<file path="src/rtl/wb_mailbox_if.sv">
// wb_mailbox_if: Wishbone classic bus bundle between the Caravel host and the mailbox
interface wb_mailbox_if;
  logic        wbs_cyc_i;
  logic        wbs_stb_i;
  logic        wbs_we_i;
  logic [3:0]  wbs_sel_i;
  logic [31:0] wbs_adr_i;
  logic [31:0] wbs_dat_i;
  logic        wbs_ack_o;
  logic [31:0] wbs_dat_o;
  modport master (
    output wbs_cyc_i, wbs_stb_i, wbs_we_i, wbs_sel_i, wbs_adr_i, wbs_dat_i,
    input  wbs_ack_o, wbs_dat_o
  );
  modport slave (
    input  wbs_cyc_i, wbs_stb_i, wbs_we_i, wbs_sel_i, wbs_adr_i, wbs_dat_i,
    output wbs_ack_o, wbs_dat_o
  );
endinterface

</file>
<file path="src/rtl/wb_mailbox.sv">
// wb_mailbox: Wishbone byte mailbox between Caravel host and AS2650 core; IRQ logic built only with `WB_MAILBOX_IRQ_EN
module wb_mailbox #(
  parameter logic [31:0] BASE_ADDR = 32'h3000_0000,
  parameter int          DEPTH     = 4
) (
  input  logic        wb_clk_i,
  input  logic        wb_rst_i,
  wb_mailbox_if.slave wb,
  output logic [7:0]  h2c_data,
  output logic        h2c_valid,
  input  logic        h2c_ready,
  input  logic [7:0]  c2h_data,
  input  logic        c2h_valid,
  output logic        c2h_ready,
  output logic        irq_o
);
  localparam int AW = $clog2(DEPTH);
  localparam int CW = AW + 1;
  localparam logic [CW-1:0] FULL = CW'(DEPTH);
  logic [7:0]    h2c_mem [DEPTH];
  logic [7:0]    c2h_mem [DEPTH];
  logic [AW-1:0] h2c_wp, h2c_rp, c2h_wp, c2h_rp;
  logic [CW-1:0] h2c_cnt, c2h_cnt, h2c_cnt_nx, c2h_cnt_nx;
  logic          ack, done, req, fire, wr, rd, flush;
  logic          h2c_full, h2c_push, h2c_pop, h2c_push_ok;
  logic          c2h_nf, c2h_ne, c2h_push, c2h_pop;
  logic          ovf, unf, ie;
  logic [1:0]    rs;
  logic [31:0]   status, rdata, dat_q;
  logic          unused_ok;
  assign rs   = wb.wbs_adr_i[3:2];
  assign req  = wb.wbs_cyc_i & wb.wbs_stb_i & (wb.wbs_adr_i[31:4] == BASE_ADDR[31:4]);
  // done holds off a second service while the master keeps the same request up
  assign fire  = req & ~ack & ~done;
  assign wr    = fire & wb.wbs_we_i;
  assign rd    = fire & ~wb.wbs_we_i;
  assign flush = wr & (rs == 2'd2) & wb.wbs_dat_i[1];
  assign h2c_full    = h2c_cnt == FULL;
  assign h2c_valid   = h2c_cnt != '0;
  assign h2c_data    = h2c_mem[h2c_rp];
  assign h2c_push    = wr & (rs == 2'd0) & wb.wbs_sel_i[0];
  assign h2c_pop     = h2c_valid & h2c_ready;
  assign h2c_push_ok = h2c_push & (~h2c_full | h2c_pop);
  assign c2h_ready   = c2h_nf;
  assign c2h_ne      = c2h_cnt != '0;
  assign c2h_push    = c2h_valid & c2h_nf;
  assign c2h_pop     = rd & (rs == 2'd0) & c2h_ne;
  assign h2c_cnt_nx  = flush ? '0 : h2c_cnt + CW'(h2c_push_ok) - CW'(h2c_pop);
  assign c2h_cnt_nx  = flush ? '0 : c2h_cnt + CW'(c2h_push) - CW'(c2h_pop);
  assign status = {12'b0, 4'(h2c_cnt), 4'b0, 4'(c2h_cnt), 3'b0, unf, ovf, ~h2c_valid, h2c_full, c2h_ne};
  always_comb
    rdata = rs == 2'd0 ? {24'b0, c2h_ne ? c2h_mem[c2h_rp] : 8'h00}
          : rs == 2'd1 ? status
          : rs == 2'd2 ? {31'b0, ie}
          : 32'b0;
  assign wb.wbs_ack_o = ack;
  assign wb.wbs_dat_o = dat_q;
  assign unused_ok = &{1'b0, wb.wbs_adr_i[1:0], wb.wbs_sel_i[3:1], wb.wbs_dat_i[31:5], wb.wbs_dat_i[2]};
  always_ff @(posedge wb_clk_i)
    if (wb_rst_i) begin
      ack    <= 1'b0;
      done   <= 1'b0;
      dat_q  <= '0;
      ovf    <= 1'b0;
      unf    <= 1'b0;
      c2h_nf <= 1'b1;
    end else begin
      ack    <= fire;
      done   <= req & (ack | done);
      dat_q  <= rd ? rdata : '0;
      ovf    <= (ovf & ~(wr & (rs == 2'd1) & wb.wbs_dat_i[3])) | (h2c_push & h2c_full & ~h2c_pop);
      unf    <= (unf & ~(wr & (rs == 2'd1) & wb.wbs_dat_i[4])) | (rd & (rs == 2'd0) & ~c2h_ne);
      c2h_nf <= c2h_cnt_nx != FULL;
    end
  always_ff @(posedge wb_clk_i)
    if (wb_rst_i) begin
      for (int i = 0; i < DEPTH; i++) begin
        h2c_mem[i] <= '0;
        c2h_mem[i] <= '0;
      end
      h2c_wp  <= '0;
      h2c_rp  <= '0;
      c2h_wp  <= '0;
      c2h_rp  <= '0;
      h2c_cnt <= '0;
      c2h_cnt <= '0;
    end else begin
      if (!flush && h2c_push_ok) h2c_mem[h2c_wp] <= wb.wbs_dat_i[7:0];
      if (!flush && c2h_push) c2h_mem[c2h_wp] <= c2h_data;
      h2c_wp  <= flush ? '0 : h2c_wp + AW'(h2c_push_ok);
      h2c_rp  <= flush ? '0 : h2c_rp + AW'(h2c_pop);
      c2h_wp  <= flush ? '0 : c2h_wp + AW'(c2h_push);
      c2h_rp  <= flush ? '0 : c2h_rp + AW'(c2h_pop);
      h2c_cnt <= h2c_cnt_nx;
      c2h_cnt <= c2h_cnt_nx;
    end
`ifdef WB_MAILBOX_IRQ_EN
  always_ff @(posedge wb_clk_i)
    if (wb_rst_i) begin
      ie    <= 1'b0;
      irq_o <= 1'b0;
    end else begin
      if (wr && rs == 2'd2) ie <= wb.wbs_dat_i[0];
      irq_o <= ie & c2h_ne;
    end
`else
  assign ie    = 1'b0;
  assign irq_o = 1'b0;
`endif
endmodule

</file>
<file path="src/flat_wrapper.sv">
// flat-port wrapper written by rule: the top's interface ports become plain ports
module wb_mailbox_flat 
#(
  parameter logic [31:0] BASE_ADDR = 32'h3000_0000,
  parameter int          DEPTH     = 4
)
  (wb_clk_i, wb_rst_i, h2c_data, h2c_valid, h2c_ready, c2h_data, c2h_valid, c2h_ready, irq_o, wb_wbs_cyc_i, wb_wbs_stb_i, wb_wbs_we_i, wb_wbs_sel_i, wb_wbs_adr_i, wb_wbs_dat_i, wb_wbs_ack_o, wb_wbs_dat_o);
  wb_mailbox_if wb_i ();
  input  logic wb_clk_i;
  input  logic wb_rst_i;
  output logic [7:0] h2c_data;
  output logic h2c_valid;
  input  logic h2c_ready;
  input  logic [7:0] c2h_data;
  input  logic c2h_valid;
  output logic c2h_ready;
  output logic irq_o;
  input wire logic [$bits(wb_i.wbs_cyc_i)-1:0] wb_wbs_cyc_i;
  input wire logic [$bits(wb_i.wbs_stb_i)-1:0] wb_wbs_stb_i;
  input wire logic [$bits(wb_i.wbs_we_i)-1:0] wb_wbs_we_i;
  input wire logic [$bits(wb_i.wbs_sel_i)-1:0] wb_wbs_sel_i;
  input wire logic [$bits(wb_i.wbs_adr_i)-1:0] wb_wbs_adr_i;
  input wire logic [$bits(wb_i.wbs_dat_i)-1:0] wb_wbs_dat_i;
  output wire logic [$bits(wb_i.wbs_ack_o)-1:0] wb_wbs_ack_o;
  output wire logic [$bits(wb_i.wbs_dat_o)-1:0] wb_wbs_dat_o;
  assign wb_i.wbs_cyc_i = wb_wbs_cyc_i;
  assign wb_i.wbs_stb_i = wb_wbs_stb_i;
  assign wb_i.wbs_we_i = wb_wbs_we_i;
  assign wb_i.wbs_sel_i = wb_wbs_sel_i;
  assign wb_i.wbs_adr_i = wb_wbs_adr_i;
  assign wb_i.wbs_dat_i = wb_wbs_dat_i;
  assign wb_wbs_ack_o = wb_i.wbs_ack_o;
  assign wb_wbs_dat_o = wb_i.wbs_dat_o;
  wb_mailbox #(.BASE_ADDR(BASE_ADDR), .DEPTH(DEPTH)) u_core (.wb_clk_i(wb_clk_i), .wb_rst_i(wb_rst_i), .wb(wb_i), .h2c_data(h2c_data), .h2c_valid(h2c_valid), .h2c_ready(h2c_ready), .c2h_data(c2h_data), .c2h_valid(c2h_valid), .c2h_ready(c2h_ready), .irq_o(irq_o));
endmodule
</file>
<file path="config.mk">
export PLATFORM = sky130hd
export DESIGN_NAME = wb_mailbox_flat
export DESIGN_NICKNAME = d
export VERILOG_FILES = /design/src/rtl/wb_mailbox_if.sv /design/src/rtl/wb_mailbox.sv /design/src/flat_wrapper.sv
export SDC_FILE = /design/constraint.sdc
export NUM_CORES = 1
export LEC_CHECK = 0
export BUFFER_PORTS_ARGS = -buffer_cell sky130_fd_sc_hd__clkbuf_2
export CAP_MARGIN = 15
export CORE_ASPECT_RATIO = 0.8
export CORE_MARGIN = 2
export CORE_UTILIZATION = 45
export DETAILED_ROUTE_END_ITERATION = 10
export GPL_ROUTABILITY_DRIVEN = 1
export PLACE_DENSITY = 0.73
export SLEW_MARGIN = 20
export SYNTH_ARGS = -nofsm -noshare
export SYNTH_HDL_FRONTEND = slang
export SYNTH_SLANG_ARGS = --single-unit
</file>
<file path="constraint.sdc">
create_clock -name wb_clk_i -period 2.2 [get_ports wb_clk_i]
set_input_delay 0.22 -clock wb_clk_i [delete_from_list [all_inputs] [get_ports wb_clk_i]]
set_output_delay 0.22 -clock wb_clk_i [all_outputs]
set_load 0.02 [all_outputs]
</file>
[Word-level counts from Yosys, hierarchy flattened]
Memories as Yosys holds them, arrays and structs flattened. A register that Yosys moved wholly into a read port is not among the register bits.
Cells that the tools add are included.
Storage, ports and cells
  memories kept: 2
  bits in writable memories: 64
  logic and storage cells: 100
  bits in read-only memories: 0
  flip-flop bits (word level): 51
  output and inout port bits: 44
  input bits: 83
  latch bits: 0
Operators by class
  add/sub/neg operators: 8
  reduce and logical (&&, ||, !) cells: 12
  divide/modulo/power cells: 0
  bitwise gates (word level): 39
  shifts and indexed selects: 0
  muxes and demuxes: 20
  $mul: 0
  $lt $le $gt $ge: 0
  equality and inequality tests: 5
Memory list
  u_core.c2h_mem: words 4, bits a word 8, rd ports 1, clocked after Yosys merged registers in 1, write ports 4, line wb_mailbox.sv:21  | logic [7:0] c2h_mem [DEPTH];
  u_core.h2c_mem: words 4, bits a word 8, rd ports 1, clocked after Yosys merged registers in 1, write ports 4, line wb_mailbox.sv:20  | logic [7:0] h2c_mem [DEPTH];
Operator list (count)
  $mux W8: 4
  $eq A28 B26 Y1 const B: 1
  $and A1 B1 Y1: 24
  $reduce_or A8 Y1: 2
  $not A1 Y1: 11
  $mux W1: 10
  $add A2 B1 Y2: 4
  $mux W2: 4
  $add A3 B1 Y3: 2
  $reduce_bool A3 Y1: 2
  $sub A3 B1 Y3: 2
  $mux W5: 1
  $or A1 B1 Y1: 4
  $reduce_or A2 Y1: 2
  $reduce_or A4 Y1: 1
  $eq A3 B3 Y1 const B: 1
  $mux W3: 1
  $ne A3 B3 Y1 const B: 1
  $reduce_or A3 Y1: 1
  $eq A2 B1 Y1 const B: 1
  $eq A2 B2 Y1 const B: 1
  $logic_and A1 B1 Y1: 2
  $logic_not A2 Y1: 1
  $logic_not A1 Y1: 1

[Logic depth before layout (Yosys ltp)]
  depth in word-level cells: 14
  mapped depth: 11
  mapped depth without buffers: 11

[Worst setup path after synthesis]
No wires, ideal clock.
  path type: reg2reg
  start point: register u_core.ack, in the netlist u_core.wb.wbs_ack_o
  end point: register u_core.c2h_nf, in the netlist u_core.c2h_ready
  arrival time: 2.185 ns
  stages on the path, launching flop included: 10
  setup slack: -0.102 ns
  setup time: 0.117 ns
  required time: 2.083 ns
  cell sequence: dfxtp_1 nor3_1 nor3b_4 a31oi_1 ha_1 fa_1 xnor2_1 xnor2_1 nor2_1 nand2_1
On the way
  longest elaborated chain between the ends: 9
  elaborated cells between the ends (all ways): 12
  classes of those cells: add/sub: 1; eq/ne: 1; mux: 1; bitwise: 9
RTL lines
  from (decl): line wb_mailbox.sv:24  | logic ack, done, req, fire, wr, rd, flush;
  from (signal assigned): line wb_mailbox.sv:68  | ack <= fire;
  $not A1 Y1 *: line wb_mailbox.sv:34  | assign fire = req & ~ack & ~done;
  $and A1 B1 Y1 * (2 in a row): line wb_mailbox.sv:34
  $and A1 B1 Y1: line wb_mailbox.sv:36  | assign rd = fire & ~wb.wbs_we_i;
  $and A1 B1 Y1 (2 in a row): line wb_mailbox.sv:47  | assign c2h_pop = rd & (rs == 2'd0) & c2h_ne;
  $sub A3 B1 Y3: line wb_mailbox.sv:49  | assign c2h_cnt_nx = flush ? '0 : c2h_cnt + CW'(c2h_push) - CW'(c2h_pop);
  $mux W3 *: line wb_mailbox.sv:49
  $ne A3 B3 Y1 *: line wb_mailbox.sv:73  | c2h_nf <= c2h_cnt_nx != FULL;
  to (signal assigned): line wb_mailbox.sv:66  | c2h_nf <= 1'b1;
  to (signal assigned): line wb_mailbox.sv:73
  to (decl): line wb_mailbox.sv:26  | logic c2h_nf, c2h_ne, c2h_push, c2h_pop;
Mark *: on every way between the ends. The rest lies on a longest branch, timed or not.
A chain may end at the register's enable or synchronous reset.

[Worst setup path after layout]
  start point: register u_core.h2c_cnt[0]
  end point: register u_core.h2c_cnt[2]
On the way
  longest elaborated chain between the ends: 6
  elaborated cells between the ends (all ways): 8
  classes of those cells: add/sub: 2; eq/ne: 1; bitwise: 4; reduce/logical: 1
RTL lines
  from (decl): line wb_mailbox.sv:23  | logic [CW-1:0] h2c_cnt, c2h_cnt, h2c_cnt_nx, c2h_cnt_nx;
  from (signal assigned): line wb_mailbox.sv:94  | h2c_cnt <= h2c_cnt_nx;
  $reduce_bool A3 Y1 or $eq A3 B3 Y1 (tied branches): line wb_mailbox.sv:39, wb_mailbox.sv:38
  $and A1 B1 Y1 or $not A1 Y1 (tied branches): line wb_mailbox.sv:42, wb_mailbox.sv:43
  $or A1 B1 Y1: line wb_mailbox.sv:43  | assign h2c_push_ok = h2c_push & (~h2c_full | h2c_pop);
  $and A1 B1 Y1: line wb_mailbox.sv:43
  $add A3 B1 Y3: line wb_mailbox.sv:48  | assign h2c_cnt_nx = flush ? '0 : h2c_cnt + CW'(h2c_push_ok) - CW'(h2c_pop);
  $sub A3 B1 Y3 *: line wb_mailbox.sv:48
Marked as above.

==> summary.md <==
| Metric | Value |
|---|---|
| Overall die width | 116.9 um |
| Sequential cell area fraction in the yosys report | 56.32% |
| Most used DFF post-synth | edfxtp_1 |
| Area of the multi-input gates | 1909 um2 |
| Cells on worst reg2reg path | 10 |
| Peak supply drop | roughly 0.42 mV |
| # fillers | slightly below 800 |
| Status | finished, final reports clean |
| P per Cell Area | between 900 and 1000 nW/um2 |
| Avg Cell Area, Syn | between 10 and 15 um2 |
| Clock skew | 0.008662 ns |
| Vias in the first global route | 3070 |
| Core area | between 9000 and 10000 um2 |
| R2R setup slack | 0.05 ns |
| Area contributors post-synth | edfxtp_1 (42%), dfxtp_1 (14%), and2_1 (8.3%) |
| Psw | roughly 1.3 mW |
| Final setup violation count | 0 |
| Detailed Routing Iterations Pass 1 | 4 |
| Design Area, Final | ~5700 um2 |
| Synth cell types | 44 |
| Tmin final | ~2.1 ns |
| Port Buf Inserts | 78 |
| Hold_buf cts | 0 |
| Routability congestion estimate | ~0.77 |
| Synth async-reset ratio | 0% |
| Clock Power Share | 36.3% |
| Total gr overflow | 0 |
| Layout cells sized above 1 | between 40% and 50% |
| Final hold vios | 0 |
| CTS Buffer Depth | 2 |
| CTS tree | yes |
| Max-slew violations | 0 |
| Top-Level Pins | ~130 |
| Sw Ratio | approximately a quarter |
| Ant diodes | 0 |
| Critical path capture point type | register |
| Die span in y | 94.29 um |
| HP Start | c2h_data[7] |
| EDFF count, synth | 64 |
| Die area | approximately 11000 um2 |
| Synth warnings | 0 |
| Residual DRC count | 0 |
| Max Clk Rate | 466.0 MHz |
| Count leader, synth | edfxtp_1 |
| Fin crit share | a little over nine tenths |
| Clk Latency, worst-skew pair | approximately 0.34 ns |
| ANT nets after route | 0 |
| CTS clk-pin slew, worst paths | about 0.070 ns |
| Reg-to-Reg End | u_core.h2c_cnt[2]$_SDFF_PP0_ |
| Pwr Total | ~5.3 mW |
| Clock sink count | 97 |
| Yosys top cell area share | between 40% and 50% |
| Post-Syn Area | ~4600 um2 |
| #FFs+latches synth | slightly below 100 |
| Net count reported at finish | between 500 and 600 |
| Detail Placement HPWL | between 6 and 7 mm |
| Placement Cell Area | about 5300 um2 |
| Worst hold path class | input pin to register |
| Mapped Cells | ~330 |
| Register Area | about 2600 um2 |
| Startpoint types | register |
| CP Data Required Time | between 2 and 2.5 ns |
| Setup crit start | u_core.h2c_cnt[0]$_SDFF_PP0_ |
| Avg WL per Cell | 16.73 um |
| Placement Rows | 32 |
| Vias | 3017 |
| Comb power frac | between 20% and 30% |
| Largest net degree at the start of global routing | 17 |
| Lkg Pwr | roughly 2.3 nW |
| Starting density of the core | between 40% and 50% |
| Layout area overhead | 25.29% |
| H-tree depth | 3 |
| Global-route wire length before repair | between 15 and 20 mm |
| CTS Buf Count | 9 |
| Global Route Usage Sum | around 18% |
| Crit path capture | u_core.h2c_cnt[2]$_SDFF_PP0_ |
| Maxcap violations | 0 |
| Post-synth top cells | edfxtp_1 (64), and2_1 (61), dfxtp_1 (33) |
| CP max FO | 5 |
| Worst R2R Start | u_core.h2c_cnt[0]$_SDFF_PP0_ |
| Antenna violations before repair | 0 |
| Worst Path Arrival | approximately 2.4 ns |
| CP Class | register to register |
| Detailed Route Iter0 Violations | 280 |
| WL final | about 9.8 mm |
| Largest area contributor in the netlist | edfxtp_1 |
| Vias/cell | 5.148 |
| Root Driver | clkbuf_16 |
| Sequential power share | 41.5% |
| Pint | 3.917 mW |
## worst min path at each step
stage                                         end  slack [ns]  depth (start not counted)
2_1_floorplan  u_core.c2h_mem[0][0]$_SDFFCE_PN0P_        0.42                          1
3_3_place_gp       u_core.wb.wbs_ack_o$_SDFF_PP0_        0.45                          1
3_5_place_dp       u_core.wb.wbs_ack_o$_SDFF_PP0_        0.47                          1
4_1_cts        u_core.c2h_mem[1][0]$_SDFFCE_PN0P_        0.19                          2
5_1_grt        u_core.h2c_mem[1][5]$_SDFFCE_PN0P_        0.20                          2
6_report       u_core.c2h_mem[1][7]$_SDFFCE_PN0P_        0.19                          2
## logic make-up after synthesis
group | synth area share, %
compound gates | 3.410
xor+xnor | 1.528
fa+ha+maj | 2.510
buf+inv | 5.375
flops | 56.32
mux | 7.858
other cells | 0.08178
simple gates | 22.92
## through the flow
stage	TNS, ns	setup WS (ns)	hold slack (ns)	cells	utilization (%)
6_report	0	0.05390	0.1895	586	58.81
5_1_grt	-0.02815	-0.02815	0.1951	586	58.81
4_1_cts	0	0.02498	0.1852	583	57.95
3_5_place_dp	-2.182	-0.1509	0.4665	566	53.93
3_3_place_gp	-1.364	-0.1014	0.4491	566	53.93
2_1_floorplan	-0.01705	-0.01705	0.4182	352	-
## critical path, stage by stage (launching register included)
cell,delay (ns)
dfxtp_4,0.37
nor3_4,0.22
inv_2,0.06
and2_4,0.17
ha_4,0.25
inv_1,0.03
ha_2,0.18
fa_2,0.38
xnor2_2,0.15
xnor2_1,0.15
nor2_1,0.07
## power by group through the flow
| stage | Combinational (mW) | Clock [mW] | Sequential [mW] |
|---|---|---|---|
| floorplan | 0.647 | 0 | 2.17 |
| global placement | 0.968 | 0 | 2.18 |
| detailed placement | 0.991 | 0 | 2.19 |
| CTS | 1.05 | 1.92 | 2.16 |
| global route | 1.27 | 1.99 | 2.20 |
| finish | 1.17 | 1.91 | 2.19 |
## layer usage
layer | up-vias | track usage [%] | wire (um)
met5 | - | 0 | 0
met4 | 0 | 4.804 | 113
met3 | 13 | 4.581 | 705
met2 | 128 | 31.84 | 4946
met1 | 1466 | 23.24 | 4041
li1 | 1410 | - | -
## area by class of cell
type                       count  share of cell area, %
sequential                    97                  45.12
multi-input combinational    213                  33.23
timing repair buffer         113                  11.59
clock buffer                  10                  3.985
tap                          136                  2.962
clock inverter                 6                  2.395
inverter                      11                 0.7186
## cells in the final DEF, fill, tap and decap left out, types with 11 or more instances in the layout
master and n:
conb_1 19, buf_4 34, and2_1 60, clkbuf_2 78, and3_1 11, dfxtp_1 29, edfxtp_1 64, nor2_1 17
mux4_2 16
## registers in the layout, indices dropped and copies added, names as in the netlist
register             flops
u_core.done              1
u_core.h2c_mem          32
u_core.c2h_wp            2
u_core.wb.wbs_dat_o     14
u_core.h2c_cnt           3
u_core.c2h_cnt           3
u_core.h2c_rp            2
u_core.wb.wbs_ack_o      1
u_core.h2c_wp            2
u_core.c2h_ready         1
u_core.unf               1
u_core.ovf               1
u_core.c2h_rp            2
u_core.c2h_mem          32
## repair_timing
action	4_1_cts	5_1_grt
pin swaps	2	7
setup endpoints to repair	1	16
resized for setup	4	15
buffers inserted	1	3
Note: power is estimated with default switching activity, not from simulation.
